$ cat config.mk
export PLATFORM = sky130hd
export DESIGN_NAME = pipeline_control
export DESIGN_NICKNAME = d
export VERILOG_FILES = /design/src/rtl/pipeline_control.sv
export SDC_FILE = /design/constraint.sdc
export NUM_CORES = 1
export LEC_CHECK = 0
export ABC_AREA = 1
export ABC_CLOCK_PERIOD_IN_PS = 3920
export CAP_MARGIN = 20
export CORE_UTILIZATION = 43
export DETAILED_ROUTE_END_ITERATION = 10
export PLACE_DENSITY_LB_ADDON = 0.3
export SLEW_MARGIN = 20
export SYNTH_ARGS = -nofsm -noshare
export SYNTH_HDL_FRONTEND = slang
export SYNTH_SLANG_ARGS = --single-unit
$ cat constraint.sdc
create_clock -name clk_i -period 3.92 [get_ports clk_i]
set_clock_uncertainty 0.05 [all_clocks]
set_input_delay 0.784 -clock clk_i [delete_from_list [all_inputs] [get_ports clk_i]]
set_output_delay 0.784 -clock clk_i [all_outputs]
set_load 0.05 [all_outputs]
$ cat src/rtl/pipeline_control.sv
// ID-stage decode plus the ID/EX, EX/MEM and MEM/WB control registers of the 5-stage core.
// Detects load-use hazards (stall + bubble) and squashes the ID instruction on a taken branch.
module pipeline_control #(
  parameter int OP_W    = 7,
  parameter int REG_W   = 5,
  parameter int ALUOP_W = 2
) (
  input  logic               clk_i,
  input  logic               rst_i,
  input  logic [OP_W-1:0]    Op_i,
  input  logic [REG_W-1:0]   RS1_i,
  input  logic [REG_W-1:0]   RS2_i,
  input  logic [REG_W-1:0]   RD_i,
  input  logic               Flush_i,
  output logic               Branch_id_o,
  output logic               Stall_o,
  output logic               Illegal_o,
  output logic               ALUSrc_ex_o,
  output logic [ALUOP_W-1:0] ALUOp_ex_o,
  output logic               MemRead_mem_o,
  output logic               MemWrite_mem_o,
  output logic               RegWrite_mem_o,
  output logic [REG_W-1:0]   RD_mem_o,
  output logic               RegWrite_wb_o,
  output logic               ResultSrc_wb_o,
  output logic [REG_W-1:0]   RD_wb_o
);

  localparam logic [OP_W-1:0] OP_RTYPE = OP_W'(7'b0110011);
  localparam logic [OP_W-1:0] OP_ADDI  = OP_W'(7'b0010011);
  localparam logic [OP_W-1:0] OP_LW    = OP_W'(7'b0000011);
  localparam logic [OP_W-1:0] OP_SW    = OP_W'(7'b0100011);
  localparam logic [OP_W-1:0] OP_BEQ   = OP_W'(7'b1100011);

  localparam logic [ALUOP_W-1:0] ALUOP_ADD = ALUOP_W'(2'b00);
  localparam logic [ALUOP_W-1:0] ALUOP_SUB = ALUOP_W'(2'b01);
  localparam logic [ALUOP_W-1:0] ALUOP_FN  = ALUOP_W'(2'b10);

  // Decoded ID controls
  logic               dec_alusrc;
  logic               dec_resultsrc;
  logic               dec_regwrite;
  logic [ALUOP_W-1:0] dec_aluop;
  logic               dec_memread;
  logic               dec_memwrite;
  logic               dec_branch;
  logic               dec_uses_rs2;
  logic               dec_illegal;
  logic               id_regwrite;

  // ID/EX
  logic               ex_alusrc_q,    ex_alusrc_d;
  logic [ALUOP_W-1:0] ex_aluop_q,     ex_aluop_d;
  logic               ex_memread_q,   ex_memread_d;
  logic               ex_memwrite_q,  ex_memwrite_d;
  logic               ex_regwrite_q,  ex_regwrite_d;
  logic               ex_resultsrc_q, ex_resultsrc_d;
  logic [REG_W-1:0]   ex_rd_q,        ex_rd_d;

  // EX/MEM
  logic               mem_memread_q,   mem_memread_d;
  logic               mem_memwrite_q,  mem_memwrite_d;
  logic               mem_regwrite_q,  mem_regwrite_d;
  logic               mem_resultsrc_q, mem_resultsrc_d;
  logic [REG_W-1:0]   mem_rd_q,        mem_rd_d;

  // MEM/WB
  logic               wb_regwrite_q,  wb_regwrite_d;
  logic               wb_resultsrc_q, wb_resultsrc_d;
  logic [REG_W-1:0]   wb_rd_q,        wb_rd_d;

  logic hazard;
  logic bubble;

  always_comb begin
    dec_alusrc    = 1'b0;
    dec_resultsrc = 1'b0;
    dec_regwrite  = 1'b0;
    dec_aluop     = '0;
    dec_memread   = 1'b0;
    dec_memwrite  = 1'b0;
    dec_branch    = 1'b0;
    dec_uses_rs2  = 1'b0;
    dec_illegal   = 1'b0;
    case (Op_i)
      OP_RTYPE: begin
        dec_regwrite = 1'b1;
        dec_aluop    = ALUOP_FN;
        dec_uses_rs2 = 1'b1;
      end
      OP_ADDI: begin
        dec_alusrc   = 1'b1;
        dec_regwrite = 1'b1;
        dec_aluop    = ALUOP_ADD;
      end
      OP_LW: begin
        dec_alusrc    = 1'b1;
        dec_resultsrc = 1'b1;
        dec_regwrite  = 1'b1;
        dec_aluop     = ALUOP_ADD;
        dec_memread   = 1'b1;
      end
      OP_SW: begin
        dec_alusrc   = 1'b1;
        dec_aluop    = ALUOP_ADD;
        dec_memwrite = 1'b1;
        dec_uses_rs2 = 1'b1;
      end
      OP_BEQ: begin
        dec_aluop    = ALUOP_SUB;
        dec_branch   = 1'b1;
        dec_uses_rs2 = 1'b1;
      end
      default: dec_illegal = 1'b1;
    endcase
  end

  // x0 is never written, so a write to it is killed here rather than in WB
  assign id_regwrite = dec_regwrite & (RD_i != '0);

  assign hazard = ex_memread_q & (ex_rd_q != '0) &
                  ((ex_rd_q == RS1_i) | (dec_uses_rs2 & (ex_rd_q == RS2_i)));

  assign Stall_o     = hazard & ~Flush_i;
  assign bubble      = Flush_i | hazard;
  assign Branch_id_o = dec_branch;
  assign Illegal_o   = dec_illegal;

  always_comb begin
    ex_alusrc_d    = 1'b0;
    ex_aluop_d     = '0;
    ex_memread_d   = 1'b0;
    ex_memwrite_d  = 1'b0;
    ex_regwrite_d  = 1'b0;
    ex_resultsrc_d = 1'b0;
    ex_rd_d        = '0;
    if (!bubble) begin
      ex_alusrc_d    = dec_alusrc;
      ex_aluop_d     = dec_aluop;
      ex_memread_d   = dec_memread;
      ex_memwrite_d  = dec_memwrite;
      ex_regwrite_d  = id_regwrite;
      ex_resultsrc_d = dec_resultsrc;
      ex_rd_d        = RD_i;
    end
  end

  // Later stages always advance; only ID/EX sees bubbles
  always_comb begin
    mem_memread_d   = ex_memread_q;
    mem_memwrite_d  = ex_memwrite_q;
    mem_regwrite_d  = ex_regwrite_q;
    mem_resultsrc_d = ex_resultsrc_q;
    mem_rd_d        = ex_rd_q;
    wb_regwrite_d   = mem_regwrite_q;
    wb_resultsrc_d  = mem_resultsrc_q;
    wb_rd_d         = mem_rd_q;
  end

  always_ff @(posedge clk_i or negedge rst_i) begin
    if (!rst_i) begin
      ex_alusrc_q     <= 1'b0;
      ex_aluop_q      <= '0;
      ex_memread_q    <= 1'b0;
      ex_memwrite_q   <= 1'b0;
      ex_regwrite_q   <= 1'b0;
      ex_resultsrc_q  <= 1'b0;
      ex_rd_q         <= '0;
      mem_memread_q   <= 1'b0;
      mem_memwrite_q  <= 1'b0;
      mem_regwrite_q  <= 1'b0;
      mem_resultsrc_q <= 1'b0;
      mem_rd_q        <= '0;
      wb_regwrite_q   <= 1'b0;
      wb_resultsrc_q  <= 1'b0;
      wb_rd_q         <= '0;
    end else begin
      ex_alusrc_q     <= ex_alusrc_d;
      ex_aluop_q      <= ex_aluop_d;
      ex_memread_q    <= ex_memread_d;
      ex_memwrite_q   <= ex_memwrite_d;
      ex_regwrite_q   <= ex_regwrite_d;
      ex_resultsrc_q  <= ex_resultsrc_d;
      ex_rd_q         <= ex_rd_d;
      mem_memread_q   <= mem_memread_d;
      mem_memwrite_q  <= mem_memwrite_d;
      mem_regwrite_q  <= mem_regwrite_d;
      mem_resultsrc_q <= mem_resultsrc_d;
      mem_rd_q        <= mem_rd_d;
      wb_regwrite_q   <= wb_regwrite_d;
      wb_resultsrc_q  <= wb_resultsrc_d;
      wb_rd_q         <= wb_rd_d;
    end
  end

  assign ALUSrc_ex_o    = ex_alusrc_q;
  assign ALUOp_ex_o     = ex_aluop_q;
  assign MemRead_mem_o  = mem_memread_q;
  assign MemWrite_mem_o = mem_memwrite_q;
  assign RegWrite_mem_o = mem_regwrite_q;
  assign RD_mem_o       = mem_rd_q;
  assign RegWrite_wb_o  = wb_regwrite_q;
  assign ResultSrc_wb_o = wb_resultsrc_q;
  assign RD_wb_o        = wb_rd_q;

endmodule
==> metrics.md <==
| Metric | Value |
|---|---|
| Outcome | finished clean |
| Leakage | between 0.7 and 0.8 nW |
| Setup violations, final | 0 |
| Hold_sp | ex_memwrite_q$_DFF_PN0_ |
| Tmin final | between 3 and 4 ns |
| Final GP Congestion | between 0.7 and 0.8 |
| CP max FO | 3 |
| Post-CTS Setup Repair Bufs | 0 |
| Total clock buffers created by CTS | 3 |
| TritonCTS clock tree | done |
| Synth top area cells | dfrtp_1 (66%), nor2_1 (7.2%), inv_1 (5.7%) |
| DRC | 0 |
| Ys async rst share | 1.000 |
| I/O pins | 46 |
| Synth Flop Type | dfrtp_1 |
| Area Growth Syn to Fin | 50.82% |
| FF-to-FF Start | ex_rd_q[1]$_DFF_PN0_ |
| Initial DRC Count | 23 |
| Gr ovfl total | 0 |
| Gr usage total | 0.1892 |
| Maximum clock frequency | 293.5 MHz |
| Max Cap Violations | 0 |
| Total Nets Final | approximately 170 |
| IO buf count | 45 |
| Area of the die | roughly 0.0025 sq mm |
| Resize count post-CTS | 0 |
| Setup_tns | 0 ns |
| Yosys Warn Count | 0 |
| Largest area contributor in the netlist | dfrtp_1 |
| R2R Setup Slk | between 2 and 2.5 ns |
| Most common cell in the synthesized netlist | dfrtp_1 |
| Row cnt | 17 |
| Final-report hold violation count | 0 |
| Share of cells above drive strength 1 | 0.06207 |
| Fin area | approximately 0.0015 sq mm |
| # hold bufs at CTS | 0 |
| Post-synth top cells | dfrtp_1 (26), nor2_1 (19), inv_1 (15), nand2_1 (12), nand3_1 (8) |
| Largest net degree at the start of global routing | 27 |
| CP required | ~3.1 ns |
| Synthesized Nets | approximately 120 |
| Starting Density | 0.4517 |
| Worst Setup Start Kind | input pin |
| Worst Path Buf+Inv | 4 |
| Routed WL | between 1500 and 2000 um |
| RSZ-0062 raised after global routing | false |
| Hold Path Sink | MemWrite_mem_o$_DFF_PN0_ |
| Clk_lat worst skew | between 0.3 and 0.4 ns |
| Max clock buf depth | 2 |
| H-tree depth | 1 |
| Synth Cell Area | 989.7 sq um |
| Via density | ~4.8 |
| Clock root cell | clkbuf_4 |
| R2R depth | 7 |
| Die Ht | 49.98 um |
| Antenna violations before repair | 0 |
| Peak VDD IR | between 0.15 and 0.2 mV |
| WL/cell | roughly 11 um |
| Drt pass-1 iters | 5 |
| Critical path's slowest cell | clkdlybuf4s50_1 |
| Register bit total from synthesis | 26 |
| Area post-placement | approximately 0.0015 sq mm |
| Kind of end point of the critical path | output pin |
| EDFF count, synth | 0 |
| Global-route wire length before repair | around 3300 um |
| Vias in the first global route | just over 800 |
| Hold WS | between 0.3 and 0.4 ns |
| Syn Inst Count | 97 |
| Routed Antenna Nets | 0 |
| Synth unique cells | 14 |
| Hold Path Stages | 0 |
| Tightest Hold Check Type | reg -> reg |
| Crit path max-delay family | buffers and inverters |
| Fraction of the yosys area taken by sequential cells | 0.6574 |
| Avg Cell Area, Syn | about 10 sq um |
| Crit path arrival time | 2.57 ns |
| Die width | between 40 and 50 um |
| Final Max Slew Viols | 0 |
| Critical path class | in -> out |
| Core Box Area | 0.002191 sq mm |
| CTS clk-pin slew, worst paths | 0.13 ns |
| Yosys top cell area share | 0.6574 |
| PD cells | approximately 330 mW/mm^2 |
| Tcrit/Tclk final | 0.8693 |
| Clk sinks | 26 |
| Number of antenna diodes | 0 |
| Worst path cell trace | clkdlybuf4s50_1 > inv_1 > nand2_1 > nor2_1 > nand2_1 > inv_1 > clkdlybuf4s50_1 |
| FF-to-FF End | ex_regwrite_q$_DFF_PN0_ |
| Via count | approximately 820 |
| HPWL after DPL | around 1600 um |
| Worst slew pin tran | ~0.54 ns |
| Critical Path Stages | 7 |
| Total Power | approximately 0.0005 W |
| Relative max-transition margin | 0.6427 |
| Crit path largest cell delay | 0.79 ns |
==> sequential cells by signal, summed over array words and instances (netlist names) <==
signal           flops
mem_resultsrc_q      1
RD_mem_o             5
RegWrite_mem_o       1
MemWrite_mem_o       1
ex_memwrite_q        1
ResultSrc_wb_o       1
ex_regwrite_q        1
ex_resultsrc_q       1
ex_rd_q              5
RegWrite_wb_o        1
RD_wb_o              5
ALUSrc_ex_o          1
ALUOp_ex_o           2
==> metrics by stage <==
step	worst slack, ns	cells	util
after global routing	0.3848	173	0.6813
after detailed placement	0.5240	169	0.6670
after global placement	0.6022	169	0.6670
final	0.5124	173	0.6813
after floorplan	1.149	97	-
after CTS	0.5168	173	0.6836
==> final cells by class <==
cell class / count / area [sq um]
Sequential cell: 26 / 650.6
Inverter: 15 / 56.30
Timing Repair Buffer: 45 / 442.9
Multi-Input combinational cell: 55 / 271.5
Clock buffer: 4 / 36.28
Tap cell: 28 / 35.03
Fill cell: 176 / 698.2
==> power by group <==
| group | leakage, nW | internal (W) | total [W] | switching (W) |
|---|---|---|---|---|
| logic | 0.368 | 0.0000389 | 0.0000860 | 0.0000471 |
| registers | 0.347 | 0.000276 | 0.000282 | 0.00000582 |
| clock network | 0.0210 | 0.0000568 | 0.000131 | 0.0000739 |
==> cell families after synthesis <==
kind of cell	after synthesis	synth area share
AO/OA/AOI/OAI	5	0.02908
flip-flops	26	0.6574
XOR/XNOR	7	0.06195
AND/OR/NAND/NOR	43	0.1833
buffers and inverters	16	0.06826
==> cells in the final DEF (no fill, tap or decap) <==
cell             instances
inv_1                   15
clkdlybuf4s50_1         43
xor2_1                   5
nor2_1                  19
buf_2                    1
dfrtp_1                 26
xnor2_1                  2
clkbuf_8                 1
o311ai_0                 1
nor2_2                   1
or2_0                    1
nand3_1                  8
clkbuf_4                 3
buf_4                    1
nand2_2                  2
o21ai_0                  2
nand2_1                 12
a21oi_1                  2
==> worst max path at each step <==
stage | slack (ns) | startpoint | end
after floorplan | 1.15 | RS1_i[1] | Stall_o
after global placement | 0.60 | Op_i[5] | Branch_id_o
after detailed placement | 0.52 | Op_i[4] | Branch_id_o
after CTS | 0.52 | Op_i[4] | Branch_id_o
after global routing | 0.38 | Op_i[4] | Branch_id_o
final | 0.51 | Op_i[4] | Branch_id_o
==> metal layers <==
layer	vias to the layer above	part of all wire	GRT usage	wire length, um
met3	6	0.051	0.03704	101
li1	391	-	-	-
met2	38	0.58	0.3761	1145
met4	0	0.020	0.1143	40
met1	388	0.35	0.1687	701
met5	-	0	0	0
No activity file was read; power rests on OpenSTA's default activity.
